### config.mk
export PLATFORM = sky130hd
export DESIGN_NAME = fpu_issue_ctrl
export DESIGN_NICKNAME = d
export VERILOG_FILES = /design/src/rtl/fpu_issue_ctrl.sv
export SDC_FILE = /design/constraint.sdc
export NUM_CORES = 1
export LEC_CHECK = 0
export CORE_AREA = 2 2 174 176
export DETAILED_ROUTE_END_ITERATION = 10
export DIE_AREA = 0 0 176 178
export GPL_ROUTABILITY_DRIVEN = 0
export PLACE_DENSITY = 0.77
export SLEW_MARGIN = 10
export SYNTH_ARGS = -nofsm -noshare
export SYNTH_HDL_FRONTEND = slang
export SYNTH_SLANG_ARGS = --single-unit
### constraint.sdc
create_clock -name clk -period 2.05 [get_ports clk]
set_input_delay 0.41 -clock clk [delete_from_list [all_inputs] [get_ports clk]]
set_output_delay 0.41 -clock clk [all_outputs]
set_load 0.005 [all_outputs]
### src/rtl/fpu_issue_ctrl.sv
// fpu_issue_ctrl: sequences one FP instruction into the FPU, holds its result for writeback and keeps the sticky fflags
module fpu_issue_ctrl #(
  parameter int FLEN    = 32,
  parameter int XLEN    = 32,
  parameter int TIMEOUT = 64
) (
  input  logic            clk,
  input  logic            reset_n,
  input  logic            req_valid,
  output logic            req_ready,
  input  logic [4:0]      req_op,
  input  logic [2:0]      req_funct3,
  input  logic [2:0]      req_rm,
  input  logic [FLEN-1:0] req_rs1,
  input  logic [FLEN-1:0] req_rs2,
  input  logic [FLEN-1:0] req_rs3,
  input  logic [XLEN-1:0] req_int,
  input  logic [4:0]      req_rd,
  input  logic            req_wr_int,
  input  logic [2:0]      frm,
  output logic            fpu_start,
  output logic [4:0]      fpu_op,
  output logic [2:0]      fpu_funct3,
  output logic [2:0]      fpu_rm,
  output logic [FLEN-1:0] fpu_a,
  output logic [FLEN-1:0] fpu_b,
  output logic [FLEN-1:0] fpu_c,
  output logic [XLEN-1:0] fpu_int,
  input  logic            fpu_busy,
  input  logic            fpu_done,
  input  logic [FLEN-1:0] fpu_fp_result,
  input  logic [XLEN-1:0] fpu_int_result,
  input  logic [4:0]      fpu_flags,
  output logic            wb_valid,
  input  logic            wb_ready,
  output logic [4:0]      wb_rd,
  output logic            wb_is_int,
  output logic [FLEN-1:0] wb_fp_data,
  output logic [XLEN-1:0] wb_int_data,
  output logic [4:0]      wb_flags,
  output logic [4:0]      fflags,
  input  logic            fflags_wr_en,
  input  logic [4:0]      fflags_wr_data,
  output logic            illegal_rm,
  output logic            timeout
);
  localparam int CW = $clog2(TIMEOUT) + 1;
  typedef enum logic [1:0] {IDLE, ISSUE, WAIT, HOLD} state_t;
  state_t          r_state, w_next;
  logic [CW-1:0]   r_cnt;
  logic [4:0]      r_op, r_rd, r_wb_flags, r_fflags;
  logic [2:0]      r_funct3, r_rm;
  logic [FLEN-1:0] r_a, r_b, r_c, r_wb_fp;
  logic [XLEN-1:0] r_int, r_wb_int;
  logic            r_is_int, r_illegal, r_timeout;
  logic [2:0]      w_rm;
  logic            w_rm_bad, w_accept, w_capture, w_commit, w_expire;
  logic            w_unused;

  // FPU busy carries no sequencing meaning here; only done matters
  assign w_unused = fpu_busy;
  assign w_rm     = (req_rm == 3'b111) ? frm : req_rm;
  assign w_rm_bad = (w_rm >= 3'b101);

  assign fpu_op      = r_op;
  assign fpu_funct3  = r_funct3;
  assign fpu_rm      = r_rm;
  assign fpu_a       = r_a;
  assign fpu_b       = r_b;
  assign fpu_c       = r_c;
  assign fpu_int     = r_int;
  assign wb_rd       = r_rd;
  assign wb_is_int   = r_is_int;
  assign wb_fp_data  = r_wb_fp;
  assign wb_int_data = r_wb_int;
  assign wb_flags    = r_wb_flags;
  assign fflags      = r_fflags;
  assign illegal_rm  = r_illegal;
  assign timeout     = r_timeout;

  // State register
  always_ff @(posedge clk or negedge reset_n)
    if (!reset_n) r_state <= IDLE;
    else          r_state <= w_next;

  // Next state, handshake outputs and the per-cycle event strobes
  always_comb begin
    w_next    = r_state;
    w_accept  = 1'b0;
    w_capture = 1'b0;
    w_commit  = 1'b0;
    w_expire  = 1'b0;
    req_ready = (r_state == IDLE);
    fpu_start = (r_state == ISSUE);
    wb_valid  = (r_state == HOLD);
    case (r_state)
      IDLE: begin
        w_accept = req_valid && !w_rm_bad;
        w_next   = w_accept ? ISSUE : IDLE;
      end
      ISSUE: begin
        w_capture = fpu_done;
        w_next    = fpu_done ? HOLD : WAIT;
      end
      WAIT: begin
        w_capture = fpu_done;
        w_expire  = !fpu_done && (r_cnt == CW'(TIMEOUT - 2));
        w_next    = fpu_done ? HOLD : (w_expire ? IDLE : WAIT);
      end
      HOLD: begin
        w_commit = wb_ready;
        w_next   = wb_ready ? IDLE : HOLD;
      end
      default: w_next = IDLE;
    endcase
  end

  // Operand/result latches, wait counter, sticky flags and status pulses
  always_ff @(posedge clk or negedge reset_n)
    if (!reset_n) begin
      r_op       <= '0;
      r_funct3   <= '0;
      r_rm       <= '0;
      r_a        <= '0;
      r_b        <= '0;
      r_c        <= '0;
      r_int      <= '0;
      r_rd       <= '0;
      r_is_int   <= 1'b0;
      r_wb_fp    <= '0;
      r_wb_int   <= '0;
      r_wb_flags <= '0;
      r_fflags   <= '0;
      r_cnt      <= '0;
      r_illegal  <= 1'b0;
      r_timeout  <= 1'b0;
    end else begin
      if (w_accept) begin
        r_op     <= req_op;
        r_funct3 <= req_funct3;
        r_rm     <= w_rm;
        r_a      <= req_rs1;
        r_b      <= req_rs2;
        r_c      <= req_rs3;
        r_int    <= req_int;
        r_rd     <= req_rd;
        r_is_int <= req_wr_int;
      end
      if (w_capture) begin
        r_wb_fp    <= fpu_fp_result;
        r_wb_int   <= fpu_int_result;
        r_wb_flags <= fpu_flags;
      end
      r_cnt     <= (r_state == WAIT) ? r_cnt + CW'(1) : '0;
      r_fflags  <= (fflags_wr_en ? fflags_wr_data : r_fflags) | (w_commit ? r_wb_flags : 5'b0);
      r_illegal <= (r_state == IDLE) && req_valid && w_rm_bad;
      r_timeout <= w_expire;
    end
endmodule

==> results.yml <==
run_status:
  status: "completed"
setup_path:
  path_cells: "buf_4, ha_1, dlygate4sd2_1"
  cp_max_fo: 4
  slowest_delay_ns: 0.40
  cp-end-kind: "output port"
  critPathRequiredTime_ns: 1.64
  cpLargestDelayFamily: "buffers and inverters"
  cpMaxStageDelayCell: "dfrtp_1"
  critPathKind: "reg2out"
  start_kind: "register"
  critPathBufInv: 2
  cp.depth: 3
  cp.arrival_ns: 1.54
  ff2ff_path_depth: 8
logic_synthesis:
  syn-instance-count: 534
  netlist_area_um2: 9453
  synth_nets: 769
  yosysUniqueCellTypes: 31
  ys_seq_area_frac: 0.6089
  synth-seq-cells: 230
  ys_warn_count: 0
  synth_area_per_cell_um2: 17.70
detailed_routing:
  drc: 0
  vias: 6365
  drt-total-wl_um: 26840
  antenna_left: 0
  dr.pass1.iters: 4
  drt_iter0_drc: 160
  wl_per_cell_um: 18.64
  avgViaCountPerCell: 4.420
timing:
  fin_skew_ns: 0.01034
  tightest_slew_ns: 0.4659
  post-route-period-util: 0.9514
  rsz0062_at_grt: "false"
  fmax_ghz: 0.5127
  holdWs_ns: 0.3888
  hold_viol_final: 0
  final-setup-viol-count: 0
  drv_slew: 0
  fin_setup_tns_ns: 0
  timing.final.ws_setup_ns: 0.09969
  fin_crit_ns: 1.950
  slew_headroom: 0.6884
floorplan:
  io_pins: 453
  die_x_um: 176
  core_area_um2: 29400
  num_rows: 63
  die_h_um: 178
  start_util: 0.3215
  die_area_um2: 31330
global_route:
  grt_pass1_vias: 6855
  grt_max_degree: 60
  grt_first_pass_wirelength_um: 39800
  antenna_found_initial: 0
  grt_usage: 0.1623
  grt-ovfl-total: 0
pwr:
  p_leak_nw: 6.644
  combPwrFrac: 0.456
  p_int_mw: 17.04
  switchingPower_mw: 6.287
  pwr-share-clk: 0.196
  swShare: 0.2696
  irDropWorstVdd_v: 0.0008516
  p_per_area_nw_per_um2: 1508
  power_frac_seq: 0.348
layout:
  num_antenna_cells: 0
  area_growth_pct: 63.60
  final_nets: 1265
  layout_commonest_cell: "clkdlybuf4s50_1"
  nFillCells: 2403
  drive_gt1_frac: 0.2838
  final_area_um2: 15460
  final_cell_mix: "clkdlybuf4s50_1, dfrtp_1, mux2_4, mux2_2, clkbuf_16"
clock_tree:
  clk_pin_slew_ns: 0.06
  cts_sinks: 230
  clock-root-buffer: "clkbuf_16"
  cts_inserted_buffers: 27
  h-tree-depth: 1
  cts_tree: "built"
  clk_latency_ns: 0.52
  cts_buffer_depth: 3
hold_path:
  hold_path.class: "in2async"
place:
  placed_cell_area_um2: 14500
  dpl_worst_slack_ns: -0.1519
  port-buffer-count: 451
  dpl.hpwl_um: 20060
flow_run:
  drv_cap: 0
-- final timing paths --
| kind | start | to | slack [ns] |
|---|---|---|---|
| max | r_state[1] | wb_valid | 0.1 |
| min in group clk | r_cnt[0] | r_cnt[0] | 0.48 |
| min reg2reg | r_cnt[0] | r_cnt[0] | 0.48 |
| max in group asynchronous | reset_n | fpu_b[24] | 0.95 |
| max reg2reg | r_state[1] | fpu_a[18] | 0.12 |
| min | reset_n | fpu_a[7] | 0.39 |
-- synth_stat cells --
| cell | number | share of area |
|---|---|---|
| or2_2 | 1 | 0.00066 |
| buf_12 | 15 | 0.032 |
| o21a_1 | 3 | 0.0024 |
| xor2_1 | 2 | 0.0019 |
| nand4_1 | 2 | 0.0013 |
| a221o_1 | 5 | 0.0053 |
| xnor2_1 | 1 | 0.00093 |
| nor2b_1 | 5 | 0.0033 |
| nor2_1 | 7 | 0.0028 |
| o21ai_0 | 5 | 0.0026 |
| mux2_2 | 75 | 0.089 |
| mux2_4 | 136 | 0.22 |
| o22ai_4 | 1 | 0.0021 |
| o41ai_1 | 1 | 0.00093 |
| inv_1 | 8 | 0.0032 |
| and2_1 | 1 | 0.00066 |
| clkbuf_1 | 1 | 0.00040 |
| dfrtp_1 | 230 | 0.61 |
| nand3b_1 | 1 | 0.00079 |
| a21oi_1 | 3 | 0.0016 |
| nor3_1 | 1 | 0.00053 |
| nand2_1 | 6 | 0.0024 |
| mux2i_1 | 2 | 0.0021 |
| or3_1 | 3 | 0.0020 |
| buf_2 | 7 | 0.0037 |
| nand3_1 | 2 | 0.0011 |
| buf_6 | 1 | 0.0012 |
| o22a_1 | 1 | 0.00093 |
| a31oi_1 | 1 | 0.00066 |
| nand2b_1 | 1 | 0.00066 |
| ha_1 | 6 | 0.0079 |
-- cell families after synthesis --
logic type | after synthesis | share of synthesized area
flip-flops | 230 | 0.6089
multiplexers | 213 | 0.3075
buffers and inverters | 32 | 0.04024
AND/OR/NAND/NOR | 30 | 0.01615
AO/OA/AOI/OAI | 20 | 0.01655
adder cells (fa/ha/maj) | 6 | 0.007942
XOR/XNOR | 3 | 0.002780
-- power groups by stage --
stage | registers, mW | clock network (mW) | logic [mW]
5_1_grt | 8.39 | 4.93 | 11.3
4_1_cts | 8.12 | 4.73 | 10.6
3_5_place_dp | 8.12 | 0 | 10.6
3_3_place_gp | 8.03 | 0 | 10.4
2_1_floorplan | 8.16 | 0 | 4.53
6_report | 8.11 | 4.58 | 10.6
-- flip-flops by register name (all words and copies together), names as in the netlist, 7 cells and up --
register / cells
fpu_c: 32
fpu_int: 32
wb_fp_data: 32
fpu_b: 32
fpu_a: 32
wb_int_data: 32
r_cnt: 7
-- per-layer routing --
| layer | up-vias | routed length [um] | global-route usage |
|---|---|---|---|
| li1 | 2869 | - | - |
| met1 | 3204 | 10360 | 0.1899 |
| met2 | 257 | 14010 | 0.2958 |
| met3 | 35 | 2014 | 0.04540 |
| met4 | 0 | 450 | 0.03650 |
| met5 | - | 0 | 0 |
-- final cells by class --
cell class	instances	area, um^2	share of cell area
clock inverters	8	52.55	0.003398
clock buffers	41	808.3	0.05227
multi-input cells	272	3332	0.2155
repair buffers	491	4999	0.3232
flip-flops and latches	230	5756	0.3722
inverters	8	30.03	0.001942
well taps	390	488.0	0.03155
-- repair_timing --
action / 4_1_cts / 5_1_grt
pin swaps: 0 / 1
hold buffers: 1 / 0
endpoints found under the setup margin: 3 / 43
gates resized for setup: 4 / 2
hold endpoints to repair: 46 / 0
gates cloned: 0 / 2
buffers inserted: 0 / 2
-- through the flow --
stage,util,total power [mW],instances
after CTS,0.5227,23.49,1436
after detailed placement,0.4932,18.70,1386
after floorplan,-,12.69,534
after global placement,0.4932,18.46,1386
after global routing,0.5260,24.60,1440
final,0.5260,23.32,1440
Note: power is estimated with default switching activity, not from simulation.
